===== config.mk =====
export PLATFORM = sky130hd
export DESIGN_NAME = itch_add_order_tx
export DESIGN_NICKNAME = d
export VERILOG_FILES = /design/src/rtl/itch_pkg.sv /design/src/rtl/itch_hold_reg.sv /design/src/rtl/itch_add_order_tx.sv
export SDC_FILE = /design/constraint.sdc
export NUM_CORES = 1
export LEC_CHECK = 0
export BUFFER_PORTS_ARGS = -buffer_cell sky130_fd_sc_hd__buf_2
export CAP_MARGIN = 30
export CELL_PAD_IN_SITES_DETAIL_PLACEMENT = 1
export CELL_PAD_IN_SITES_GLOBAL_PLACEMENT = 2
export CORE_MARGIN = 5
export CORE_UTILIZATION = 35
export CTS_CLUSTER_DIAMETER = 50
export DETAILED_ROUTE_END_ITERATION = 8
export HOLD_SLACK_MARGIN = 0.12
export PLACE_DENSITY_LB_ADDON = 0.1
export SYNTH_ARGS = -nofsm -noshare
export SYNTH_HDL_FRONTEND = slang
export SYNTH_SLANG_ARGS = --single-unit

===== constraint.sdc =====
create_clock -name clk -period 8.74 [get_ports clk]
set_clock_uncertainty 0.05 [all_clocks]
set_input_delay 0.874 -clock clk [delete_from_list [all_inputs] [get_ports clk]]
set_output_delay 0.874 -clock clk [all_outputs]
set_load 0.02 [all_outputs]

===== src/rtl/itch_pkg.sv =====
`default_nettype none
// ============================================================================
// Module      : itch_pkg
// Description : Shared ITCH definitions: Add Order message constants, field
//               byte offsets, the Add Order field tuple and the transmitter
//               state encoding. Also used by itch_parser.
// Revision    : 1.0 - initial release
// ============================================================================
package itch_pkg;

  localparam logic [7:0] ITCH_MSG_ADD_ORDER = 8'h41;  // 'A'
  localparam int         ITCH_ADD_ORDER_LEN = 15;     // bytes on the wire

  // Byte offsets of each field within the 15-byte message (byte 0 = type)
  localparam int OID_OFF   = 1;
  localparam int QTY_OFF   = 9;
  localparam int PRICE_OFF = 11;

  localparam int ADD_ORDER_W   = 112;                    // packed tuple width
  localparam int ADD_ORDER_FRW = ITCH_ADD_ORDER_LEN * 8; // 120-bit frame

  typedef struct packed {
    logic [63:0] order_id;
    logic [15:0] quantity;
    logic [31:0] price;
  } add_order_t;

  typedef enum logic [1:0] {
    TX_IDLE = 2'd0,
    TX_SEND = 2'd1,
    TX_GAP  = 2'd2
  } tx_state_t;

  // Builds the wire frame MSB-first so byte 0 sits in the top 8 bits and the
  // shift register can always transmit its most significant byte.
  function automatic logic [ADD_ORDER_FRW-1:0] pack_add_order(
    input logic [7:0] msg_type,
    input add_order_t f
  );
    return {msg_type, f.order_id, f.quantity, f.price};
  endfunction

endpackage
`default_nettype wire


===== src/rtl/itch_hold_reg.sv =====
`default_nettype none
// ============================================================================
// Module      : itch_hold_reg
// Description : One-entry holding buffer for an Add Order field tuple.
//               Lets the transmitter accept the next tuple while the current
//               message is still shifting out.
// Ports       : clk, rst     - clock, synchronous active-high reset
//               wr_en        - capture wr_data (only issued while empty)
//               wr_data      - packed add_order_t tuple
//               rd_en        - entry consumed this cycle (only while full)
//               full         - entry holds a valid tuple
//               rd_data      - stored tuple
// Revision    : 1.0 - initial release
// ============================================================================
module itch_hold_reg
  import itch_pkg::*;
(
  input  logic                   clk,
  input  logic                   rst,
  input  logic                   wr_en,
  input  logic [ADD_ORDER_W-1:0] wr_data,
  input  logic                   rd_en,
  output logic                   full,
  output logic [ADD_ORDER_W-1:0] rd_data
);

  logic                   full_r;
  logic [ADD_ORDER_W-1:0] data_r;

  always_ff @(posedge clk) begin
    if (rst) begin
      full_r <= 1'b0;
    end else if (wr_en) begin
      full_r <= 1'b1;
    end else if (rd_en) begin
      full_r <= 1'b0;
    end
  end

  // Payload needs no reset: it is only observed while full_r is set.
  always_ff @(posedge clk) begin
    if (wr_en) begin
      data_r <= wr_data;
    end
  end

  assign full    = full_r;
  assign rd_data = data_r;

endmodule
`default_nettype wire


===== src/rtl/itch_add_order_tx.sv =====
`default_nettype none
// ============================================================================
// Module      : itch_add_order_tx
// Description : Serialises one 15-byte ITCH Add Order message per accepted
//               field tuple onto an 8-bit AXI-Stream. A one-entry holding
//               buffer plus the active shift register let back-to-back
//               messages stream without bubbles.
// Ports       : clk, rst              - clock, synchronous active-high reset
//               in_valid / in_ready   - field tuple handshake
//               order_id, price,
//               quantity              - tuple fields, sent big-endian
//               m_axis_tdata/tvalid/
//               tready/tlast          - AXI-Stream byte output
//               msg_count             - completed messages (wraps)
// Revision    : 1.0 - initial release
// ============================================================================
module itch_add_order_tx
  import itch_pkg::*;
#(
  parameter logic [7:0] MSG_TYPE   = ITCH_MSG_ADD_ORDER,
  parameter int         GAP_CYCLES = 0
) (
  input  logic        clk,
  input  logic        rst,
  input  logic        in_valid,
  output logic        in_ready,
  input  logic [63:0] order_id,
  input  logic [31:0] price,
  input  logic [15:0] quantity,
  output logic [7:0]  m_axis_tdata,
  output logic        m_axis_tvalid,
  input  logic        m_axis_tready,
  output logic        m_axis_tlast,
  output logic [15:0] msg_count
);

  localparam logic [3:0] LAST_IDX = 4'(ITCH_ADD_ORDER_LEN - 1);
  localparam logic [7:0] GAP_LOAD = (GAP_CYCLES > 0) ? 8'(GAP_CYCLES - 1) : 8'd0;

  tx_state_t              state, state_nxt;
  logic [ADD_ORDER_FRW-1:0] shreg;
  logic [3:0]             idx;
  logic [7:0]             gap_cnt;
  logic [15:0]            msg_count_r;

  add_order_t             in_tuple;
  logic                   hold_full;
  logic [ADD_ORDER_W-1:0] hold_data;

  logic accept, beat, last_beat;
  logic load_hold, load_direct, hold_wr;

  assign in_tuple = {order_id, quantity, price};

  assign in_ready      = !hold_full;
  assign accept        = in_valid && in_ready;
  assign m_axis_tvalid = (state == TX_SEND);
  assign m_axis_tdata  = shreg[ADD_ORDER_FRW-1 -: 8];
  assign m_axis_tlast  = m_axis_tvalid && (idx == LAST_IDX);
  assign beat          = m_axis_tvalid && m_axis_tready;
  assign last_beat     = beat && (idx == LAST_IDX);
  assign msg_count     = msg_count_r;

  // Any accept that does not go straight into the shift register is parked
  // in the holding buffer; in_ready guarantees the buffer is empty then.
  assign hold_wr = accept && !load_direct;

  itch_hold_reg u_hold (
    .clk     (clk),
    .rst     (rst),
    .wr_en   (hold_wr),
    .wr_data (in_tuple),
    .rd_en   (load_hold),
    .full    (hold_full),
    .rd_data (hold_data)
  );

  always_comb begin
    state_nxt   = state;
    load_hold   = 1'b0;
    load_direct = 1'b0;
    case (state)
      TX_IDLE: begin
        if (hold_full) begin
          load_hold = 1'b1;
          state_nxt = TX_SEND;
        end else if (accept) begin
          load_direct = 1'b1;
          state_nxt   = TX_SEND;
        end
      end
      TX_SEND: begin
        if (last_beat) begin
          if (GAP_CYCLES > 0) begin
            state_nxt = TX_GAP;
          end else if (hold_full) begin
            load_hold = 1'b1;
          end else if (accept) begin
            // New tuple arrives on the last beat: chain it with no bubble.
            load_direct = 1'b1;
          end else begin
            state_nxt = TX_IDLE;
          end
        end
      end
      TX_GAP: begin
        // On the final gap cycle a parked tuple is launched immediately so
        // the idle stretch is exactly GAP_CYCLES long.
        if (gap_cnt == 8'd0) begin
          if (hold_full) begin
            load_hold = 1'b1;
            state_nxt = TX_SEND;
          end else begin
            state_nxt = TX_IDLE;
          end
        end
      end
      default: state_nxt = TX_IDLE;
    endcase
  end

  always_ff @(posedge clk) begin
    if (rst) begin
      state       <= TX_IDLE;
      shreg       <= '0;
      idx         <= 4'd0;
      gap_cnt     <= 8'd0;
      msg_count_r <= 16'd0;
    end else begin
      state <= state_nxt;

      if (load_hold) begin
        shreg <= pack_add_order(MSG_TYPE, add_order_t'(hold_data));
        idx   <= 4'd0;
      end else if (load_direct) begin
        shreg <= pack_add_order(MSG_TYPE, in_tuple);
        idx   <= 4'd0;
      end else if (beat) begin
        shreg <= {shreg[ADD_ORDER_FRW-9:0], 8'h00};
        idx   <= idx + 4'd1;
      end

      if (last_beat) begin
        msg_count_r <= msg_count_r + 16'd1;
      end

      if (state == TX_SEND && state_nxt == TX_GAP) begin
        gap_cnt <= GAP_LOAD;
      end else if (state == TX_GAP && gap_cnt != 8'd0) begin
        gap_cnt <= gap_cnt - 8'd1;
      end
    end
  end

endmodule
`default_nettype wire


==> results.yml <==
status:
  status: "complete, no violations"
power_and_ir_drop:
  leakagePower_nw: 5.70
  max-vdd-ir-drop_v: 0.000153
  p_per_area_nw_per_um2: 267
critical_path:
  end_kind: "register"
  critPathArrivalTime_ns: 3.46
  crit_type: "reg -> reg"
  path_buf_inv: 3
  crit_chain: "inv_1 > ha_1 > nand2_1 > nor2_1 > nor3_4 > buf_4 > buf_4"
  cp_max_fo: 46
  slowest_delay_ns: 0.66
  path_common_cell: "buf_4"
  crit_required_ns: 8.83
  start_kind: "register"
  critPathTopFamily: "buffers and inverters"
  cp_slowest_cell: "buf_4"
floorplan:
  initial_core_util: 0.355
  ios: 143
  die-area_sq_um: 36700
  rows: 66
  fp.dieH_um: 192
  die_w_um: 192
  core_sq_um: 32500
placement:
  dp_hpwl_mm: 19.0
  io_buffer_count: 142
  gp_congestion: 0.743
  place_area_sq_um: 12600
sta:
  finalCriticalPeriod_ns: 3.37
  slew-limit-headroom: 0.416
  hold_ws_ns: 0.404
  maxSlewViolCount: 0
  finalHoldViolations: 0
  setup_violations: 0
  rsz0062_at_grt: "no"
  tightest_slew_ns: 0.875
  fin_setup_tns_ns: 0
  fmax_ghz: 0.296
  period_share: 0.386
final_layout:
  fin_nets: 1200
  post_route_cells_drive_above_1_share: 0.262
  syn2layout_area_growth_pct: 20.8
  antenna_cells: 0
  fin_area_sq_um: 14000
  fill_cells: 3515
logic_synthesis:
  async_flop_share: 0
  synthCells: 957
  ys_types: 53
  ys_warn_count: 0
  ys_seq_area_frac: 0.553
  yosys.cell_count.top_type: "dfxtp_1"
  ys.flop_type: "dfxtp_1"
  synth_top_area_share: 0.291
  netlist_area_sq_um: 11600
  synth.area.top_cells: "edfxtp_1, dfxtp_1, mux2i_1"
  yosys-top-cells-count: "dfxtp_1, inv_1, edfxtp_1"
  syn_avg_cell_area_sq_um: 12.1
  yosysTopAreaCell: "edfxtp_1"
  syn_nets: 1081
  synth_edf_count: 112
  ys_ff_latch: 263
cts:
  numClockSinks: 263
  clock_latency_ns: 0.51
  cts.path.max_buffers: 3
  postCtsHoldBufs: 0
  cts-buffers-inserted: 38
  cts.clk_slew.worst_paths_ns: 0.05
  cts-root-buf: "clkbuf_16"
  post_cts_buffers: 0
  htreeDepth: 2
  cts_tree: "done"
  cts_resized: 0
global_routing:
  grt_max_degree: 63
  gr-total-overflow: 0
  grt_pass1_wl_mm: 48.7
  antenna_found_initial: 0
  grt_pass1_vias: 8364
  grt_usage: 0.166
route:
  drt_iter0_drc: 313
  wl_per_cell_um: 19.8
  vias_per_cell: 5.03
  dr_total_vias: 7782
  dr.pass1.iters: 4
  antenna_left: 0
  routed_wl_mm: 30.6
  drc: 0
run:
  drv_cap: 0
min_path:
  holdCritPathClass: "reg -> reg"
-- path summary, 6_finish.rpt --
path              startpoint                  to  slack, ns  cells past startpoint
hold reg to reg   shreg[113]          shreg[113]       0.40                      2
setup reg to reg    state[1]  u_hold.rd_data[50]       5.37                      7
hold / removal    shreg[113]          shreg[113]       0.40                      2
setup / recovery    state[1]  u_hold.rd_data[50]       5.37                      7
-- per-stage QoR --
stage	setup slack, ns	power (mW)	std cells	utilization
3_5_place_dp	5.12	2.14	1478	0.388
3_3_place_gp	5.07	2.12	1474	0.384
4_1_cts	5.30	3.78	1546	0.429
2_1_floorplan	2.59	1.97	957	-
6_report	5.37	3.72	1546	0.429
5_1_grt	5.11	3.91	1546	0.429
-- per-layer routing --
metal,vias up,share of wire,global-route usage
met4,0,0.016,0.0398
li1,3777,-,-
met3,34,0.034,0.0280
met1,3855,0.49,0.236
met5,-,0,0
met2,116,0.46,0.265
-- cell families after synthesis --
| logic type | count (synthesis) | synth area share |
|---|---|---|
| AND/OR/NAND/NOR | 109 | 0.0505 |
| buffers and inverters | 194 | 0.0768 |
| multiplexers | 104 | 0.0901 |
| flip-flops | 263 | 0.553 |
| adder cells (fa/ha/maj) | 8 | 0.00866 |
| XOR/XNOR | 23 | 0.0174 |
| AO/OA/AOI/OAI | 256 | 0.204 |
-- worst min-delay path, stage by stage, from the launching register on --
cell	delay, ns
dfxtp_1	0.30
nand2_1	0.05
a21oi_1	0.05
-- area by class of cell --
type                       instances  area [sq um]  area share
clock buffer                      52          1130      0.0810
clock inverter                    16           213      0.0152
tap                              442           553      0.0396
multi-input combinational        500          4320       0.310
timing repair buffer             159           925      0.0662
sequential                       263          6390       0.458
inverter                         114           428      0.0307
-- power by group --
part | total [mW] | leakage, nW | switching, mW | internal (mW)
Combinational | 0.598 | 2.78 | 0.346 | 0.252
Sequential | 1.51 | 2.27 | 0.0770 | 1.43
Clock | 1.61 | 0.645 | 0.560 | 1.05
Total | 3.72 | 5.70 | 0.983 | 2.74
-- cell usage in the layout (no fill, tap or decap), types with 11 or more instances in the layout --
cell type and count:
dfxtp_1 151, buf_2 141, inv_1 114, edfxtp_1 112, o22a_1 104, mux2i_1 104, a211oi_2 60, a211oi_1 46
clkbuf_16 43, nand2_1 27, nor2_1 26, xor2_1 17, nor3_1 16, buf_4 13, a21oi_1 11
-- state kept, by name, indices dropped and copies added (netlist names) --
register        cells
state               2
u_hold.rd_data    112
shreg             120
msg_count          16
idx                 4
u_hold.full         1
gap_cnt             8
No activity file was read; power rests on OpenSTA's default activity.
